===== config.mk =====
export PLATFORM = sky130hd
export DESIGN_NAME = multicycle_control_fsm
export DESIGN_NICKNAME = d
export VERILOG_FILES = /design/src/rtl/riscv_ctrl_pkg.sv /design/src/rtl/op_class_decoder.sv /design/src/rtl/multicycle_control_fsm.sv
export SDC_FILE = /design/constraint.sdc
export NUM_CORES = 1
export LEC_CHECK = 0
export BUFFER_PORTS_ARGS = -buffer_cell sky130_fd_sc_hd__buf_2
export CAP_MARGIN = 20
export CORE_MARGIN = 2
export CORE_UTILIZATION = 44
export CTS_BUF_LIST = sky130_fd_sc_hd__clkbuf_8 sky130_fd_sc_hd__clkbuf_16
export CTS_CLUSTER_SIZE = 12
export DETAILED_ROUTE_END_ITERATION = 8
export HOLD_SLACK_MARGIN = 0.08
export MAX_ROUTING_LAYER = met4
export PLACE_DENSITY = 0.74
export SLEW_MARGIN = 30
export SYNTH_ARGS = -nofsm -noshare
export SYNTH_HDL_FRONTEND = slang
export SYNTH_SLANG_ARGS = --single-unit
export TNS_END_PERCENT = 30

===== constraint.sdc =====
create_clock -name clk -period 2.5 [get_ports clk]
set_clock_uncertainty 0.2 [all_clocks]
set_input_delay 0.375 -clock clk [delete_from_list [all_inputs] [get_ports clk]]
set_output_delay 0.375 -clock clk [all_outputs]
set_load 0.005 [all_outputs]

===== src/rtl/riscv_ctrl_pkg.sv =====
// Shared constants for the multicycle RV32 control unit: opcodes, FSM state
// encoding, datapath select codes and the opcode-class bundle.
package riscv_ctrl_pkg;

  localparam logic [6:0] OP_LOAD  = 7'b0000011;
  localparam logic [6:0] OP_STORE = 7'b0100011;
  localparam logic [6:0] OP_R     = 7'b0110011;
  localparam logic [6:0] OP_I     = 7'b0010011;
  localparam logic [6:0] OP_BEQ   = 7'b1100011;
  localparam logic [6:0] OP_JAL   = 7'b1101111;

  typedef enum logic [3:0] {
    S_FETCH,
    S_DECODE,
    S_MEMADR,
    S_MEMREAD,
    S_MEMWB,
    S_MEMWRITE,
    S_EXECR,
    S_EXECI,
    S_ALUWB,
    S_BEQ,
    S_JAL,
    S_TRAP
  } state_e;

  // ResultSrc
  localparam logic [1:0] RES_ALUOUT    = 2'b00;
  localparam logic [1:0] RES_DATA      = 2'b01;
  localparam logic [1:0] RES_ALURESULT = 2'b10;

  // ALUSrcA
  localparam logic [1:0] SRCA_PC    = 2'b00;
  localparam logic [1:0] SRCA_OLDPC = 2'b01;
  localparam logic [1:0] SRCA_REGA  = 2'b10;

  // ALUSrcB
  localparam logic [1:0] SRCB_REGB = 2'b00;
  localparam logic [1:0] SRCB_IMM  = 2'b01;
  localparam logic [1:0] SRCB_FOUR = 2'b10;

  // ALUOp
  localparam logic [1:0] ALUOP_ADD   = 2'b00;
  localparam logic [1:0] ALUOP_SUB   = 2'b01;
  localparam logic [1:0] ALUOP_FUNCT = 2'b10;

  // ImmSrc
  localparam logic [1:0] IMM_I = 2'b00;
  localparam logic [1:0] IMM_S = 2'b01;
  localparam logic [1:0] IMM_B = 2'b10;
  localparam logic [1:0] IMM_J = 2'b11;

  typedef struct packed {
    logic is_load;
    logic is_store;
    logic is_r;
    logic is_i;
    logic is_beq;
    logic is_jal;
    logic is_illegal;
  } op_class_t;

endpackage


===== src/rtl/op_class_decoder.sv =====
// Classifies the instruction-register opcode into one-hot instruction classes
// and selects the immediate format. Purely combinational.
module op_class_decoder
  import riscv_ctrl_pkg::*;
#(
  parameter bit EN_JAL = 1'b1
) (
  input  logic [6:0] op,
  output op_class_t  op_class,
  output logic [1:0] imm_src
);

  // Opcode -> class flags and immediate format.
  always_comb begin
    // NOTE: every output gets a default before the case so no path leaves it
    // unassigned; otherwise synthesis infers a latch.
    op_class = '0;
    imm_src  = IMM_I;
    unique case (op)
      OP_LOAD:  op_class.is_load  = 1'b1;
      OP_STORE: begin
        op_class.is_store = 1'b1;
        imm_src           = IMM_S;
      end
      OP_R:     op_class.is_r     = 1'b1;
      OP_I:     op_class.is_i     = 1'b1;
      OP_BEQ: begin
        op_class.is_beq = 1'b1;
        imm_src         = IMM_B;
      end
      OP_JAL: begin
        // With jal support stripped the opcode is simply unsupported.
        if (EN_JAL) op_class.is_jal     = 1'b1;
        else        op_class.is_illegal = 1'b1;
        imm_src = IMM_J;
      end
      default:  op_class.is_illegal = 1'b1;
    endcase
  end

endmodule


===== src/rtl/multicycle_control_fsm.sv =====
// Multicycle RV32 control unit: Moore FSM sequencing fetch/decode/execute/
// memory/writeback, with a variable-latency memory handshake, a memory
// timeout and sticky illegal/bus-error traps.
module multicycle_control_fsm
  import riscv_ctrl_pkg::*;
#(
  parameter int unsigned MEM_TIMEOUT = 16,
  parameter int unsigned TO_W        = 8,
  parameter bit          EN_JAL      = 1'b1
) (
  input  logic       clk,
  input  logic       rst_n,
  input  logic [6:0] op,
  input  logic       zero,
  input  logic       mem_ready,
  output logic       PCWrite,
  output logic       AdrSrc,
  output logic       MemWrite,
  output logic       IRWrite,
  output logic       RegWrite,
  output logic [1:0] ResultSrc,
  output logic [1:0] ALUSrcA,
  output logic [1:0] ALUSrcB,
  output logic [1:0] ALUOp,
  output logic [1:0] ImmSrc,
  output logic       illegal,
  output logic       bus_err
);

  localparam bit              TO_EN   = (MEM_TIMEOUT != 0);
  localparam logic [TO_W-1:0] TO_LAST = TO_W'(MEM_TIMEOUT - 1);

  state_e          state;
  state_e          state_nxt;
  op_class_t       cls;
  logic [TO_W-1:0] to_cnt;
  logic            pc_update;
  logic            branch;
  logic            ir_write;
  logic            mem_write;
  logic            reg_write;
  logic            mem_wait;
  logic            timeout_hit;

  op_class_decoder #(
    .EN_JAL(EN_JAL)
  ) u_dec (
    .op      (op),
    .op_class(cls),
    .imm_src (ImmSrc)
  );

  // States that sit waiting on the memory handshake.
  assign mem_wait    = (state == S_FETCH) || (state == S_MEMREAD) || (state == S_MEMWRITE);
  // Last allowed cycle without mem_ready: give up and trap.
  assign timeout_hit = TO_EN && mem_wait && !mem_ready && (to_cnt == TO_LAST);

  // State register.
  always_ff @(posedge clk or negedge rst_n) begin
    // NOTE: sequential state uses non-blocking assignments so every register
    // samples pre-edge values, independent of block evaluation order.
    if (!rst_n) state <= S_FETCH;
    else        state <= state_nxt;
  end

  // Memory-wait counter: restarts on every state change, saturates.
  always_ff @(posedge clk or negedge rst_n) begin
    if (!rst_n) begin
      to_cnt <= '0;
    end else if (state_nxt != state) begin
      to_cnt <= '0;
    end else if (mem_wait && !mem_ready && (to_cnt != '1)) begin
      to_cnt <= to_cnt + 1'b1;
    end
  end

  // Sticky trap causes; only reset clears them.
  always_ff @(posedge clk or negedge rst_n) begin
    if (!rst_n) begin
      illegal <= 1'b0;
      bus_err <= 1'b0;
    end else begin
      if ((state == S_DECODE) && cls.is_illegal) illegal <= 1'b1;
      if (timeout_hit)                           bus_err <= 1'b1;
    end
  end

  // Next-state and per-state datapath controls.
  always_comb begin
    state_nxt = state;
    pc_update = 1'b0;
    branch    = 1'b0;
    ir_write  = 1'b0;
    mem_write = 1'b0;
    reg_write = 1'b0;
    AdrSrc    = 1'b0;
    ResultSrc = RES_ALUOUT;
    ALUSrcA   = SRCA_PC;
    ALUSrcB   = SRCB_REGB;
    ALUOp     = ALUOP_ADD;
    unique case (state)
      S_FETCH: begin
        ALUSrcA   = SRCA_PC;
        ALUSrcB   = SRCB_FOUR;
        ResultSrc = RES_ALURESULT;
        ir_write  = mem_ready;
        pc_update = mem_ready;
        if (mem_ready) state_nxt = S_DECODE;
      end
      S_DECODE: begin
        // Precompute the branch target while the class is resolved.
        ALUSrcA = SRCA_OLDPC;
        ALUSrcB = SRCB_IMM;
        if (cls.is_load || cls.is_store) state_nxt = S_MEMADR;
        else if (cls.is_r)               state_nxt = S_EXECR;
        else if (cls.is_i)               state_nxt = S_EXECI;
        else if (cls.is_beq)             state_nxt = S_BEQ;
        else if (cls.is_jal)             state_nxt = S_JAL;
        else                             state_nxt = S_TRAP;
      end
      S_MEMADR: begin
        ALUSrcA   = SRCA_REGA;
        ALUSrcB   = SRCB_IMM;
        state_nxt = cls.is_store ? S_MEMWRITE : S_MEMREAD;
      end
      S_MEMREAD: begin
        AdrSrc = 1'b1;
        if (mem_ready) state_nxt = S_MEMWB;
      end
      S_MEMWB: begin
        ResultSrc = RES_DATA;
        reg_write = 1'b1;
        state_nxt = S_FETCH;
      end
      S_MEMWRITE: begin
        AdrSrc    = 1'b1;
        mem_write = 1'b1;
        if (mem_ready) state_nxt = S_FETCH;
      end
      S_EXECR: begin
        ALUSrcA   = SRCA_REGA;
        ALUSrcB   = SRCB_REGB;
        ALUOp     = ALUOP_FUNCT;
        state_nxt = S_ALUWB;
      end
      S_EXECI: begin
        ALUSrcA   = SRCA_REGA;
        ALUSrcB   = SRCB_IMM;
        ALUOp     = ALUOP_FUNCT;
        state_nxt = S_ALUWB;
      end
      S_ALUWB: begin
        reg_write = 1'b1;
        state_nxt = S_FETCH;
      end
      S_BEQ: begin
        ALUSrcA   = SRCA_REGA;
        ALUSrcB   = SRCB_REGB;
        ALUOp     = ALUOP_SUB;
        branch    = 1'b1;
        state_nxt = S_FETCH;
      end
      S_JAL: begin
        // PC <- target computed in DECODE; ALU forms OldPC+4 for rd.
        ALUSrcA   = SRCA_OLDPC;
        ALUSrcB   = SRCB_FOUR;
        pc_update = 1'b1;
        state_nxt = S_ALUWB;
      end
      S_TRAP:   state_nxt = S_TRAP;
      default:  state_nxt = S_FETCH;
    endcase
    if (timeout_hit) state_nxt = S_TRAP;
  end

  // Strobes are held off for as long as reset is asserted.
  assign PCWrite  = rst_n & (pc_update | (branch & zero));
  assign IRWrite  = rst_n & ir_write;
  assign MemWrite = rst_n & mem_write;
  assign RegWrite = rst_n & reg_write;

endmodule


==> metrics, run 1 <==
outcome=completed; Die Ht=between 50 and 60 um; setup ws final=around 140 ps; Syn Nets=140; via count=~1100; die width=approximately 54 um; Place WS=194.3 ps; Fmax=between 400 and 500 MHz; clock tree sinks=14; first-pass GRT wire length=4.278 mm; Total GRT Usage=0.2063; vias per inst=roughly 5.5; Critical Path RT=around 1900 ps; CTS root buffer=clkbuf_8; largest net degree at the start of global routing=19; Initial Utilization=0.4588; Final Cell Area=1376 um2; Fin. Hold Viols=0; Avg Inst Size Synth=8.719 um2; Port Buf Inserts=27; drt initial violations=7; max incr delay on CP=slightly below 500 ps; Worst-path clk slew=around 60 ps; Pwr Density=between 300 and 400 nW/um2; post-synthesis sequential area ratio=0.3139; drt pass-1 iters=4; Async SR Flop Fraction=1.000; n_diodes=0; Mapped Cells=~130; number of max-cap violations=0; routed wire length=2.517 mm; max-slew violation count=0; hpwl dp=around 2.0 mm; synth warn=0; Post-synth EDFFs=0; CP dominant cell by count=buf_4; Final Cycle Share=0.9428; total grt overflow=0; number of global-route vias before repair=approximately 950; Pwr Total=0.4705 mW; share of layout cells above drive strength 1=0.3025; Yosys cell types=50; Clk Latency, worst-skew pair=about 250 ps; Worst setup SP type=flop; routed len/inst=13.11 um; Post-CTS Repair Setup Buffers=0; Crit Path Class=reg -> out; Antenna Violating Nets Remaining=0; leakage power=0.6963 nW; DRC=0; H-tree depth=1; WP data arrival=~1800 ps; CTS tree=built; total die area=2956 um2; Synth Register Bits=14; row cnt=18; Crit-path slowest cell=dfrtp_1; relative slew slack=0.6679; RSZ-0062 raised after global routing=no; Worst Path Max Fanout=10; final setup TNS=0 ps; initial antenna violation count=0; Final Net Count=approximately 180; routability cong.=between 0.8 and 0.9; worst path cell trace=buf_4, nor4b_1, buf_4, or3_1, buf_2; Bufs on Longest Clock Path=2; DP Area=roughly 1300 um2; Worst-Margin Slew=about 500 ps; area delta synth->final=23.32%; total CTS buffers=3; maximum vdd ir drop=~290 uV; HP Class=reg -> reg; Post-CTS Resized=0; crit path time final=between 2000 and 2500 ps; CP endpoint kind=output pin; total core area=2432 um2; IO Pins=28; Post-Syn Area=around 1100 um2; post-cts hold buffer count=1; final setup fails=0; top_reg_cell synth=dfrtp_1
-- kinds of logic after synthesis --
logic type,count (synthesis),share of synthesized area
mux,3,0.02803
compound gates,22,0.1637
fa+ha+maj,1,0.01121
xor+xnor,8,0.06951
buf+inv,9,0.04035
flops,14,0.3139
simple gates,71,0.3733
-- through the flow --
stage | cells | util | hold WS (ps)
floorplan | 128 | - | -120.6
global placement | 187 | 0.5391 | 111.3
detailed placement | 187 | 0.5391 | 120.2
CTS | 192 | 0.5658 | 264.1
global route | 192 | 0.5658 | 297.9
finish | 192 | 0.5658 | 258.3
-- cell usage after synthesis, drive strengths merged (3+ instances only) --
cell | instances | area share
buf | 4 | 0.024
nand2b | 4 | 0.022
nor3 | 4 | 0.022
nor2 | 18 | 0.063
xor2 | 3 | 0.024
nand3 | 6 | 0.027
a21oi | 6 | 0.027
and3 | 12 | 0.067
inv | 4 | 0.013
nand2 | 7 | 0.024
and2 | 3 | 0.019
dfrtp | 14 | 0.31
xnor2 | 5 | 0.046
-- layout by cell type (no fill, tap or decap), types with 2 or more instances in the layout --
master and instances:
or3b_1 2, nor4_1 2, nand2b_1 4, inv_1 4
and4_1 2, mux2i_1 2, buf_2 27, nor2_1 17
nor2b_1 2, nor3_1 3, clkbuf_8 4, buf_4 7
xnor2_1 4, nand2_1 7, and2_1 2, xor2_1 3
dfrtp_1 14, a21oi_1 6, or3_1 2, and3_1 12
nand3_1 6
-- path summary, 6_finish.rpt --
| path | from | end | slack, ps | cells past startpoint |
|---|---|---|---|---|
| max | state[2]$_DFF_PN0_ | ALUSrcA[1] | 140 | 5 |
| min | bus_err$_DFFE_PN0P_ | bus_err$_DFFE_PN0P_ | 260 | 1 |
| max reg2reg | state[1]$_DFF_PN0_ | to_cnt[4]$_DFFE_PN0P_ | 160 | 6 |
| min reg2reg | bus_err$_DFFE_PN0P_ | bus_err$_DFFE_PN0P_ | 260 | 1 |
| max in group asynchronous | rst_n | to_cnt[4]$_DFFE_PN0P_ | 1450 | 2 |
| min in group asynchronous | rst_n | state[3]$_DFF_PN0_ | 370 | 2 |
-- worst max-delay path: cells and delay by family, from the launching register on --
kind / cells / cell delay, ps
buffers and inverters: 3 / 520
and+or+nand+nor: 2 / 520
DFF: 1 / 490
-- registers in the layout (all words and copies together) (netlist names) --
name and cells:
to_cnt 8, bus_err 1, illegal 1, state 4
-- cell type report --
type / instances / area [um2]
fillers: 228 / 1056
multi-input cells: 105 / 720.7
flip-flops and latches: 14 / 350.3
repair buffers: 35 / 197.7
clock buffers: 4 / 55.05
well taps: 30 / 37.54
inverters: 4 / 15.01
-- per-layer routing --
layer,vias up,GRT usage,routed length (um)
met1,501,0.2624,1211
met4,0,0.06250,23
li1,533,-,-
met5,-,-,0
met3,3,0.02459,90
met2,23,0.3434,1191
-- report_power, final --
group | total, mW | switching, mW | internal (mW)
registers | 0.227 | 0 | 0.227
clock network | 0.218 | 0.0783 | 0.139
logic | 0.0259 | 0.0155 | 0.0104
total | 0.470 | 0.0939 | 0.377
No activity file was read; power rests on OpenSTA's default activity.
==> run 2: changes to the inputs <==
- CORE_UTILIZATION: 44 -> 52
- CTS_CLUSTER_SIZE: 12 -> 20
- PLACE_DENSITY: 0.74 -> 0.84
==> run 2 against run 1 <==
Net effect:
- die area shrank 14%
- critical endpoint is now to_cnt[0]$_DFFE_PN0P_
- total power shrank 0.14%
- combinational power grew 2%
- critical path type is now reg -> reg
- highest routed layer unchanged
- wire length grew 5.2%
==> metrics, run 2 (same netlist as run 1, synthesis figures left out) <==
outcome=completed (unchanged); crit path time final=2339 ps (was 2357 ps); initial antenna violation count=0 (unchanged); Worst-Margin Slew=457.1 ps (was 498.1 ps); max-slew violation count=0 (unchanged); most common cell after layout, fill and taps aside=buf_2 (unchanged); WP data arrival=2260 ps (was 1780 ps); R2R Setup Slk=160 ps (about the same); Finished Core Util=0.6819 (was 0.5658); vias per inst=5.755 (was 5.521); Top Registers=to_cnt x8, state x4 (unchanged); crit path launch=state[2]$_DFF_PN0_ (unchanged); Pwr Density=344.1 nW/um2 (was 341.8 nW/um2); Antenna Violating Nets Remaining=0 (unchanged); CTS root buffer=clkbuf_8 (unchanged); Fmax=427.5 MHz (was 424.3 MHz); CP endpoint kind=flop (was output pin); area delta synth->final=22.31% (was 23.32%); relative slew slack=0.6932 (was 0.6679); hpwl dp=2.119 mm (was 2.022 mm); first-pass GRT wire length=4.416 mm (was 4.278 mm); share of layout cells above drive strength 1=0.2981 (was 0.3025); Total GRT Usage=0.2336 (was 0.2063); Post-CTS Repair Setup Buffers=0 (unchanged); IO Pins=28 (unchanged); area of the multi-input gates=720.7 um2 (unchanged); drt initial violations=33 (was 7); routability cong.=0.8408 (was 0.8192); total CTS buffers=3 (unchanged); RSZ-0062 raised after global routing=no (unchanged); Critical Path RT=2420 ps (was 1920 ps); number of max-cap violations=0 (unchanged); routed len/inst=14.08 um (was 13.11 um); n_diodes=0 (unchanged); total grt overflow=0 (unchanged); Fin. Hold Viols=0 (unchanged); Worst-path clk slew=60 ps (about the same); number of global-route vias before repair=1002 (was 952); Reg area=350.3 um2 (unchanged); leakage power=0.6921 nW (was 0.6963 nW); Worst setup SP type=flop (unchanged); Placed Cells=183 (was 187); Hold Startpoint=bus_err$_DFFE_PN0P_ (unchanged); final setup fails=0 (unchanged); row cnt=16 (was 18); Bufs on Longest Clock Path=2 (unchanged); Largest register FFs=8 (unchanged); drt pass-1 iters=4 (unchanged); Crit Path Class=reg -> reg (was reg -> out); via count=1082 (was 1060); Final Cycle Share=0.9356 (was 0.9428); routed wire length=2.647 mm (was 2.517 mm); most frequent cells in the layout=buf_2 (27), nor2_1 (17), dfrtp_1 (14) (unchanged); Worst Path Max Fanout=11 (was 10); final setup TNS=0 ps (unchanged); total die area=2533 um2 (was 2956 um2); Final Net Count=174 (was 175); HP Class=reg -> reg (unchanged); Filler cells=177 (was 228); maximum vdd ir drop=528.5 uV (was 287.5 uV); Non-Filler Instances=188 (was 192); die width=50.33 um (was 54.37 um); CTS tree=built (unchanged); largest net degree at the start of global routing=19 (unchanged); clock tree sinks=14 (unchanged); Largest Register=to_cnt (unchanged); H-tree depth=1 (unchanged); Clk Latency, worst-skew pair=250 ps (about the same); Crit Reg-Reg Startpoint=state[2]$_DFF_PN0_ (was state[1]$_DFF_PN0_); DRC=0 (unchanged); Initial Utilization=0.5575 (was 0.4588); total core area=2002 um2 (was 2432 um2); Die Ht=50.33 um (was 54.37 um); Port Buf Inserts=27 (unchanged)
run 2: changes by cell type in the layout (fill, tap and decap cells not counted), sizes merged:
cell | previous run | this run
buf | 34 | 33
run 2: layout make-up:
type	instances	area share
Clock buffer	4	0.04033
Sequential cell	14	0.2566
Multi-Input combinational cell	105	0.5280
Tap cell	27	0.02475
Inverter	4	0.01100
Timing Repair Buffer	34	0.1393
run 2: routing by layer:
metal  GRT usage  share of wire  wire, um  up-vias
li1            -              -         -      537
met1      0.3040           0.45      1182      519
met2      0.3860           0.51      1349       24
met3     0.05357          0.041       108        2
met4     0.02703         0.0023         6        0
met5           -              0         0        -
run 2: through the flow:
| step | total power [mW] | hold WS (ps) | area, um2 | setup slack (ps) |
|---|---|---|---|---|
| final | 0.4698 | 265.2 | 1365 | 161.1 |
| after global routing | 0.4864 | 301.7 | 1365 | 70.26 |
| after CTS | 0.4744 | 272.0 | 1365 | 161.6 |
| after detailed placement | 0.2561 | 104.9 | 1300 | 181.1 |
| after global placement | 0.2546 | 101.7 | 1300 | 235.0 |
| after floorplan | 0.2371 | -120.6 | 1116 | 427.9 |
run 2: timing repair:
action | in CTS | in global routing
hold endpoints to repair | 14 | 0
hold buffers | 1 | 0
resized for setup | 0 | 0
run 2: worst max-delay path, stage by stage, from the launching register on:
cell	delay, ps
dfrtp_1	510
or4_4	580
o22ai_4	240
and3_1	290
o311ai_2	150
nand4_4	170
nor2_1	80
run 2: path summary, 6_finish.rpt:
path	endpoint	cells past startpoint
min	bus_err$_DFFE_PN0P_	1
max reg2reg	to_cnt[0]$_DFFE_PN0P_	6
min in group asynchronous	illegal$_DFFE_PN0P_	2
max	to_cnt[0]$_DFFE_PN0P_	6
min reg2reg	bus_err$_DFFE_PN0P_	1
max in group asynchronous	to_cnt[6]$_DFFE_PN0P_	2
run 2: report_power, final:
part,switching (mW),internal [mW],total [mW]
Sequential,0,0.227,0.227
Combinational,0.0159,0.0104,0.0263
Clock,0.0774,0.139,0.217
==> run 3: changes to the inputs <==
- ABC_AREA: unset -> 1
- CAP_MARGIN: 20 -> 5
- CORE_UTILIZATION: 52 -> 53
- PLACE_DENSITY: 0.84 -> 0.85
==> run 3 against run 2 <==
Net effect:
- final area up 0.27%
- critical path type is now in -> out
- maximum frequency up 5.8%
- critical endpoint is now PCWrite
- global-route usage down 1.4 points
- clock power shrank 19%
- sequential power hardly changed
- highest routed layer unchanged
- critical path depth down 1
==> metrics, run 3 <==
Crit Reg-Reg Startpoint=state[1]$_DFF_PN0_ (was state[2]$_DFF_PN0_); H-tree depth=1 (unchanged); leakage power=0.8189 nW (was 0.6921 nW); Die Ht=50.78 um (was 50.33 um); Bufs on Longest Clock Path=2 (unchanged); setup ws final=288.3 ps (was 161.1 ps); IO Pins=28 (unchanged); Syn Nets=196 (was 140); Top Registers=to_cnt x8, state x4 (unchanged); crit path time final=2212 ps (was 2339 ps); Clk Latency, worst-skew pair=240 ps (was 250 ps); Filler cells=186 (was 177); Worst-Margin Slew=351.8 ps (was 457.1 ps); outcome=completed (unchanged); routability cong.=0.9466 (was 0.8408); n_diodes=0 (unchanged); worst hold path depth=2 (was 1); Port Buf Inserts=27 (unchanged); drt pass-1 iters=4 (unchanged); DRC=0 (unchanged); number of max-cap violations=0 (unchanged); max incr delay on CP=510 ps (was 580 ps); Pwr Density=315.0 nW/um2 (was 344.1 nW/um2); total grt overflow=0 (unchanged); CTS root buffer=clkbuf_8 (unchanged); vias per inst=5.237 (was 5.755); total CTS buffers=3 (unchanged); initial antenna violation count=0 (unchanged); area delta synth->final=18.01% (was 22.31%); largest net degree at the start of global routing=17 (was 19); Avg Inst Size Synth=6.304 um2 (was 8.719 um2); total die area=2579 um2 (was 2533 um2); first-pass GRT wire length=4.229 mm (was 4.416 mm); Logic pwr share=0.065 (was 0.056); final setup TNS=0 ps (unchanged); hpwl dp=2.149 mm (was 2.119 mm); Initial Utilization=0.5736 (was 0.5575); drt initial violations=55 (was 33); Critical Path RT=1920 ps (was 2420 ps); die width=50.78 um (was 50.33 um); relative slew slack=0.7654 (was 0.6932); Hold Startpoint=bus_err$_DFFE_PN0P_ (unchanged); Non-Filler Instances=241 (was 188); Worst Path Max Fanout=16 (was 11); most frequent cell after synthesis=nand2_1 (was nor2_1); cell internal pwr=0.3428 mW (was 0.3765 mW); Fin. Hold Viols=0 (unchanged); Async SR Flop Fraction=1.000 (unchanged); row cnt=16 (unchanged); Post-Syn Area=1160 um2 (was 1116 um2); Finished Core Util=0.6770 (was 0.6819); Fmax=452.1 MHz (was 427.5 MHz); HP Class=reg -> reg (unchanged); most frequent cells in the layout=nand2_1 (56), nor2_1 (35), buf_2 (27) (was buf_2 (27), nor2_1 (17), dfrtp_1 (14)); post-synthesis sequential area ratio=0.3020 (was 0.3139); Mapped Cells=184 (was 128); clock power share=0.409 (was 0.461); Synth top area share=0.3020 (was 0.3139); Worst setup SP type=input port (was flop); Worst-path clk slew=50 ps (was 60 ps); Yosys cell types=23 (was 50); RSZ-0062 raised after global routing=no (unchanged); CP dominant cell by count=buf_2; mux share of post-synthesis cell area=0 (was 0.02803); routed len/inst=10.90 um (was 14.08 um); Largest register FFs=8 (unchanged); R2R Setup Slk=510 ps (was 160 ps); Largest Register=to_cnt (unchanged); most common cell after layout, fill and taps aside=nand2_1 (was buf_2); Synth Register Bits=14 (unchanged); top post-synthesis cells by area=dfrtp_1 (30%), nand2_1 (18%), nor2_1 (11%), nand3_1 (9.9%), inv_1 (8.1%) (was dfrtp_1 (31%), and3_1 (6.7%), nor2_1 (5.7%), xnor2_1 (3.1%), a21oi_1 (2.7%)); Crit Path Class=in -> out (was reg -> reg); total core area=2022 um2 (was 2002 um2); Crit-path slowest cell=dlygate4sd3_1 (was or4_4); number of global-route vias before repair=1053 (was 1002); Sw Share=0.2050 (was 0.1986); synth warn=0 (unchanged); Post-CTS Repair Setup Buffers=0 (unchanged); worst hold endpoint=bus_err$_DFFE_PN0P_ (unchanged); Placed Cells=237 (was 183); Post-synth EDFFs=0 (unchanged); xor/xnor share of the synthesized area=0.03020 (was 0.06951); main combinational cell family by area after synthesis=simple AND/OR/NAND/NOR gates (unchanged); maximum vdd ir drop=428.4 uV (was 528.5 uV); clock tree sinks=14 (unchanged); via count=1262 (was 1082); routed wire length=2.628 mm (was 2.647 mm); end of the worst register-to-register path=to_cnt[7]$_DFFE_PN0P_ (was to_cnt[0]$_DFFE_PN0P_); Synth Area in Adders=0.01079 (was 0.01121); final setup fails=0 (unchanged); Total GRT Usage=0.2198 (was 0.2336); max-slew violation count=0 (unchanged); Flop pwr share=0.526 (was 0.483); share of layout cells above drive strength 1=0.2056 (was 0.2981); post-synthesis compound-gate area fraction=0.03452 (was 0.1637); reg2reg path depth=10 (was 6); WP data arrival=1640 ps (was 2260 ps); CP endpoint kind=output pin (was flop); leading area contributor after synthesis=dfrtp_1 (unchanged); CTS tree=built (unchanged); Final Cycle Share=0.8847 (was 0.9356); worst path cell trace=dlygate4sd3_1, buf_2, inv_1, a31oi_1, buf_2 (was or4_4, o22ai_4, and3_1, o311ai_2, nand4_4, nor2_1); top_reg_cell synth=dfrtp_1 (unchanged); switching pwr=0.08840 mW (was 0.09328 mW); most common library cells after synthesis=nand2_1 (56), nor2_1 (35), inv_1 (25) (was nor2_1 (17), dfrtp_1 (14), and3_1 (12)); Antenna Violating Nets Remaining=0 (unchanged); Hold WS=277.9 ps (was 265.2 ps); Place WS=543.8 ps (was 181.1 ps); area share of and/or/nand/nor cells after synthesis=0.5254 (was 0.3733); Final Net Count=228 (was 174)
[run 3: cell type report]
class / count / area, um2 / share of cell area
Sequential cell: 14 / 350.3 / 0.2559
Tap cell: 27 / 33.78 / 0.02468
Timing Repair Buffer: 28 / 145.1 / 0.1060
Clock buffer: 3 / 41.29 / 0.03016
Multi-Input combinational cell: 142 / 696.9 / 0.5091
Inverter: 27 / 101.3 / 0.07404
[run 3: through the flow]
stage / area [um2] / total power [mW]
floorplan: 1160 / 0.2409
global placement: 1318 / 0.2563
detailed placement: 1318 / 0.2576
CTS: 1369 / 0.4364
global route: 1369 / 0.4489
finish: 1369 / 0.4312
[run 3: logic make-up (layout without fill, tap and decap cells)]
| family | Yosys count | after routing |
|---|---|---|
| xor gates and xnor gates | 4 | 4 |
| AOI/OAI and AO/OA | 6 | 6 |
| DFF | 14 | 14 |
| adders and majority gates | 1 | 1 |
| and+or+nand+nor | 131 | 131 |
| buffers and inverters | 28 | 58 |
[run 3: timing repair]
item | 4_1_cts | 5_1_grt
gates resized for setup | 0 | 0
setup endpoints to repair | 0 | 0
endpoints found under the hold margin | 14 | 0
hold buffers | 1 | 0
[run 3: worst max-delay path by stage]
| stage | from | endpoint | slack, ps | depth (start not counted) |
|---|---|---|---|---|
| 2_1_floorplan | state[1]$_DFF_PN0_ | to_cnt[7]$_DFFE_PN0P_ | 780 | 10 |
| 3_3_place_gp | op[2] | to_cnt[0]$_DFFE_PN0P_ | 590 | 12 |
| 3_5_place_dp | op[2] | to_cnt[2]$_DFFE_PN0P_ | 540 | 12 |
| 4_1_cts | rst_n | PCWrite | 260 | 5 |
| 5_1_grt | rst_n | PCWrite | 150 | 5 |
| 6_report | rst_n | PCWrite | 290 | 5 |
[run 3: power by group through the flow]
| stage | combinational [mW] | sequential, mW | clock, mW |
|---|---|---|---|
| floorplan | 0.0101 | 0.231 | 0 |
| global placement | 0.0256 | 0.231 | 0 |
| finish | 0.0279 | 0.227 | 0.176 |
| CTS | 0.0280 | 0.227 | 0.182 |
| global route | 0.0324 | 0.227 | 0.190 |
| detailed placement | 0.0268 | 0.231 | 0 |
[run 3: per-layer routing]
| layer | routed length, um | global-route usage | vias to the layer above |
|---|---|---|---|
| li1 | - | - | 636 |
| met1 | 1146 | 0.2767 | 580 |
| met2 | 1326 | 0.3750 | 42 |
| met3 | 142 | 0.04464 | 4 |
| met4 | 12 | 0.03153 | 0 |
| met5 | 0 | - | - |
[run 3: critical path, delay by kind of cell]
kind	cells	cell delay (ps)
AO/OA/AOI/OAI	1	150
buffers and inverters	4	1090
